`src/rtl/fir_mac_sequencer.sv`:
```
// fir_mac_sequencer: 20-tap symmetric low-pass FIR evaluated one tap per cycle
// on a single shared multiplier, with valid/ready handshakes on both sides.
// Optional feature macro: FIR_WARMUP_BYPASS_EN -- while fewer than DEPTH
// samples have been seen, the current sample is passed through unfiltered.
module fir_mac_sequencer #(
  parameter int WIDTH = 8,
  parameter int DEPTH = 20
) (
  input  logic             clk,
  input  logic             rst,
  input  logic [WIDTH-1:0] in_data,
  input  logic             in_valid,
  output logic             in_ready,
  output logic [WIDTH-1:0] out_data,
  output logic             out_valid,
  input  logic             out_ready,
  output logic             busy
);

  localparam int PW        = $clog2(DEPTH);
  localparam int KW        = $clog2(DEPTH + 1);
  localparam int AW        = WIDTH + 9;
  localparam int MW        = WIDTH + 5;
  localparam int COEFF_SUM = 250;

  typedef enum logic [1:0] {IDLE, MAC, OUT} state_t;

  state_t           state, state_next;
  logic [WIDTH-1:0] hist [DEPTH];
  logic [PW-1:0]    wr_ptr;
  logic [PW-1:0]    rd_ptr;
  logic [KW-1:0]    k;
  logic [AW-1:0]    acc;
  logic [MW-1:0]    prod;
  logic [AW-1:0]    quot;
  logic [WIDTH-1:0] filtered;

  // Fixed tap weights; indices past the last tap weigh zero so the
  // pipeline-drain cycle contributes nothing.
  function automatic logic [4:0] coeff(input int idx);
    case (idx)
      0, 19:   coeff = 5'd1;
      1, 18:   coeff = 5'd2;
      2, 17:   coeff = 5'd3;
      3, 16:   coeff = 5'd5;
      4, 15:   coeff = 5'd8;
      5, 14:   coeff = 5'd12;
      6, 13:   coeff = 5'd17;
      7, 12:   coeff = 5'd22;
      8, 11:   coeff = 5'd26;
      9, 10:   coeff = 5'd29;
      default: coeff = 5'd0;
    endcase
  endfunction

  // State register.
  always_ff @(posedge clk or posedge rst) begin
    if (rst) state <= IDLE;
    else     state <= state_next;
  end

  // Next-state and handshake outputs; MAC ends once the drain cycle (k == DEPTH) is done.
  always_comb begin
    state_next = state;
    in_ready   = 1'b0;
    out_valid  = 1'b0;
    busy       = 1'b1;
    case (state)
      IDLE: begin
        in_ready = 1'b1;
        busy     = 1'b0;
        if (in_valid) state_next = MAC;
      end
      MAC: begin
        if (k == KW'(DEPTH)) state_next = OUT;
      end
      OUT: begin
        out_valid = 1'b1;
        if (out_ready) state_next = IDLE;
      end
      default: state_next = IDLE;
    endcase
  end

  // History buffer and MAC datapath: product is registered, so the
  // accumulator trails the tap index by one cycle.
  always_ff @(posedge clk or posedge rst) begin
    if (rst) begin
      wr_ptr <= '0;
      rd_ptr <= '0;
      k      <= '0;
      acc    <= '0;
      prod   <= '0;
      for (int i = 0; i < DEPTH; i++) hist[i] <= '0;
    end else begin
      case (state)
        IDLE: begin
          if (in_valid) begin
            hist[wr_ptr] <= in_data;
            rd_ptr       <= wr_ptr;
            wr_ptr       <= (wr_ptr == PW'(DEPTH - 1)) ? '0 : wr_ptr + 1'b1;
            acc          <= '0;
            prod         <= '0;
            k            <= '0;
          end
        end
        MAC: begin
          acc    <= acc + AW'(prod);
          prod   <= MW'(hist[rd_ptr]) * MW'(coeff(int'(k)));
          rd_ptr <= (rd_ptr == '0) ? PW'(DEPTH - 1) : rd_ptr - 1'b1;
          k      <= k + 1'b1;
        end
        default: ;
      endcase
    end
  end

  // Normalise by the coefficient sum and clamp to the output range.
  always_comb begin
    quot     = acc / AW'(COEFF_SUM);
    filtered = quot[WIDTH-1:0];
    if (quot > AW'((1 << WIDTH) - 1)) filtered = '1;
  end

`ifdef FIR_WARMUP_BYPASS_EN
  logic [KW-1:0]    sample_count;
  logic [WIDTH-1:0] cur_sample;
  logic             bypass;

  // Track warm-up: a result is bypassed if its own sample is among the first DEPTH-1.
  always_ff @(posedge clk or posedge rst) begin
    if (rst) begin
      sample_count <= '0;
      cur_sample   <= '0;
      bypass       <= 1'b0;
    end else if (state == IDLE && in_valid) begin
      if (sample_count != KW'(DEPTH)) sample_count <= sample_count + 1'b1;
      cur_sample <= in_data;
      bypass     <= (sample_count < KW'(DEPTH - 1));
    end
  end

  // Select pass-through during warm-up, filtered value afterwards.
  always_comb begin
    out_data = bypass ? cur_sample : filtered;
  end
`else
  // Every result is the filtered value over zero-filled history.
  always_comb begin
    out_data = filtered;
  end
`endif

endmodule
```
`config.mk`:
```
export PLATFORM = sky130hd
export DESIGN_NAME = fir_mac_sequencer
export DESIGN_NICKNAME = d
export VERILOG_FILES = /design/src/rtl/fir_mac_sequencer.sv
export SDC_FILE = /design/constraint.sdc
export NUM_CORES = 1
export LEC_CHECK = 0
export BUFFER_PORTS_ARGS = -buffer_cell sky130_fd_sc_hd__buf_2
export CAP_MARGIN = 20
export CORE_MARGIN = 2
export CORE_UTILIZATION = 50
export DETAILED_ROUTE_END_ITERATION = 8
export HOLD_SLACK_MARGIN = 0.1
export PLACE_DENSITY = 0.75
export SYNTH_ARGS = -nofsm -noshare
export SYNTH_HDL_FRONTEND = slang
export SYNTH_SLANG_ARGS = --single-unit
```
`constraint.sdc`:
```
create_clock -name clk -period 14.9 [get_ports clk]
set_input_delay 1.49 -clock clk [delete_from_list [all_inputs] [get_ports clk]]
set_output_delay 1.49 -clock clk [all_outputs]
set_load 0.02 [all_outputs]
```
==> out/qor.json <==
{
  "outcome": "complete, no violations",
  "power.ir.vdd_worst_v": 0.000118,
  "grt_start_max_net_pins": 132,
  "routed-via-count": 10000,
  "critical_setup_path_class": "register to output pin",
  "drt_pre_antenna_iters": 6,
  "share_of_the_clock_period_used_by_the_worst_path_pct": 64.7,
  "design.final.nets": 1342,
  "final_core_utilization_pct": 54.8,
  "netlist.top_cell.by_area": "dfrtp_1",
  "post_layout_total_power_mw": 3.51,
  "clock_tree.root_cell": "clkbuf_16",
  "synth_area_um2": 13700,
  "synth_cells": 1296,
  "antenna-diode-count": 0,
  "synth_ff_type": "dfrtp_1",
  "layout.cells.most_common": "dfrtp_1",
  "timing.critical_path.to_type": "output pin",
  "synth_async_sr_flop_share_pct": 100,
  "initial_utilization_pct": 51.0,
  "globalRouteOverflowTotal": 0,
  "maximum_capacitance_violations": 0,
  "synth_top_cell_area_share_pct": 37.7,
  "cts_sinks": 207,
  "avgViaCountPerCell": 6.16,
  "cts.reportedPaths.clkPinSlew_ps": 60,
  "critPathMaxFanout": 19,
  "yosysSeqAreaShare_pct": 37.7,
  "tritoncts.num_buffers": 22,
  "place_congestion": 0.859,
  "drt_drc_violations_left": 0,
  "postRouteWirelength_um": 30000,
  "synth_cell_types": 94,
  "timing.hold.ws_ps": 485,
  "final_hold_fails": 0,
  "io_pins": 23,
  "max_slew.worst_pin.slew_ps": 1120,
  "cellPowerDensity_nw_per_um2": 238,
  "total_global_route_track_usage_pct": 21.2,
  "postRouteAntennaNets": 0,
  "routedWlPerCell_um": 18.5,
  "clock_path_buffers": 3,
  "num_rows": 60,
  "port_buffers": 22,
  "p_leak_nw": 6.66,
  "holdCritPathClass": "register to register",
  "ys_ff_latch": 207,
  "layout-drive-gt1-share_pct": 23.9,
  "max-slew-margin-rel_pct": 25.4,
  "synth_top_cells_by_area": "dfrtp_1 38%, mux2_2 14%, mux4_2 6.6%, ha_1 4.0%, o21ai_0 3.1%",
  "syn_area_per_cell_um2": 10.6,
  "setup-tns-final_ps": 0,
  "final.fill_count": 2269,
  "rsz0062_at_grt": "no",
  "detail_route.iter0.violations": 823,
  "antenna_violations_before_repair": 0,
  "ctsResizeCount": 0,
  "fin_crit_ps": 9640,
  "grt_pass1_vias": 10000,
  "max_freq_ghz": 0.104,
  "cts_tree": "yes",
  "critical_path_arrival_ps": 8150,
  "wire_length_of_the_first_global_routing_pass_um": 50100,
  "maximum_level_of_the_cts_h_tree": 1,
  "dieHeight_um": 170,
  "die_area_um2": 28800,
  "req_time_crit_path_ps": 13410,
  "cts_hold_repair.buffers": 0,
  "floorplan.die.width_um": 170,
  "area_delta_synth_final_pct": 7.38,
  "clock_insertion_delay_at_the_later_pin_of_the_skew_report_ps": 500,
  "maxSlewViolCount": 0,
  "place_ws_ps": 5870,
  "crit_path_launch_type": "register",
  "finalSetupViolCount": 0,
  "postLayoutSetupSlackWorst_ps": 5260,
  "postCtsSetupBuffers": 0,
  "placed_wire_length_estimate_after_detailed_placement_um": 20300,
  "layout.cells.most_common_list": "205 x dfrtp_1, 165 x mux2_2, 85 x o21ai_0",
  "core-area_um2": 27000,
  "skew_ps": 9.94,
  "post_synth_edffs": 0,
  "yosys_warnings": 0,
  "mappedNetlistNets": 1371
}
[logic make-up after synthesis]
family / synth area share, %
AO/OA/AOI/OAI: 14.9
XOR/XNOR: 2.23
adder cells (fa/ha/maj): 6.77
buffers and inverters: 4.66
flip-flops: 37.7
multiplexers: 22.5
AND/OR/NAND/NOR: 11.3
[area by class of cell]
cell class	instances	area [µm²]	share of cell area [%]
Clock buffer	31	646	4.37
Multi-Input combinational cell	938	7930	53.7
Clock inverter	9	128	0.865
Timing Repair Buffer	30	190	1.29
Tap cell	341	427	2.89
Sequential cell	207	5180	35.1
Inverter	68	263	1.78
[report_power, final]
| group | internal [mW] | switching (mW) | total [mW] | leakage, nW |
|---|---|---|---|---|
| clock | 0.355 | 0.223 | 0.578 | 0.384 |
| sequential | 0.719 | 0.202 | 0.921 | 2.77 |
| combinational | 0.855 | 1.16 | 2.01 | 3.50 |
| total | 1.93 | 1.58 | 3.51 | 6.66 |
[per-stage QoR]
| step | std cells | area, µm² |
|---|---|---|
| 3_3_place_gp | 1583 | 14000 |
| 3_5_place_dp | 1583 | 14000 |
| 5_1_grt | 1624 | 14800 |
| 6_report | 1624 | 14800 |
| 2_1_floorplan | 1296 | 13700 |
| 4_1_cts | 1623 | 14700 |
[synth_stat cells, types with 12 or more instances]
library cell  count
nand3_1          52
ha_1             44
o21ai_0          85
dfrtp_1         207
o211ai_1         12
clkbuf_1         52
o21bai_1         16
xnor2_1          30
nor2_1           65
nand2b_1         15
nor3_1           21
inv_1            66
fa_1             19
nor2b_1          16
mux4_2           40
mux2i_1          30
nand2_1          84
o22ai_1          12
mux2_2          165
o21a_1           12
a21oi_1          53
[flip-flops by register name, summed over array words and instances (netlist names)]
register,flops
rd_ptr,5
hist,160
k,5
acc,17
wr_ptr,5
state,2
prod,13
[critical path: stages, from the launching register on]
cell and delay, ps:
dfrtp_1 700, nand4_1 520, o21ai_0 470, a21oi_4 170, a311oi_1 420, nor4_2 160
o41a_1 640, xnor2_1 540, o221ai_1 320, o21a_1 250, a21oi_1 610, nor2_1 290
or4_4 470, a32oi_2 300, and3_4 250, a31oi_4 200, a21bo_1 270, a211oi_2 240
mux2_4 340, o2bb2ai_1 130, a31oi_1 160, buf_2 180
[per-layer routing]
layer  global-route usage (%)  wire length (µm)
met5                        0                 0
met4                     5.72               660
met3                     2.68              1190
met2                     37.7             15100
met1                     27.2             13100
[path summary, 6_finish.rpt]
| path | from | to | slack [ps] | cells after the start |
|---|---|---|---|---|
| hold reg to reg | prod[12] | prod[12] | 490 | 2 |
| hold / removal | prod[12] | prod[12] | 490 | 2 |
| min in group asynchronous | rst | hist[23] | 1180 | 2 |
| max in group asynchronous | rst | rd_ptr[1] | 12150 | 3 |
| setup / recovery | acc[13] | out_data[0] | 5260 | 21 |
| setup reg to reg | rd_ptr[0] | prod[12] | 8720 | 21 |
No activity file was read; power rests on OpenSTA's default activity.
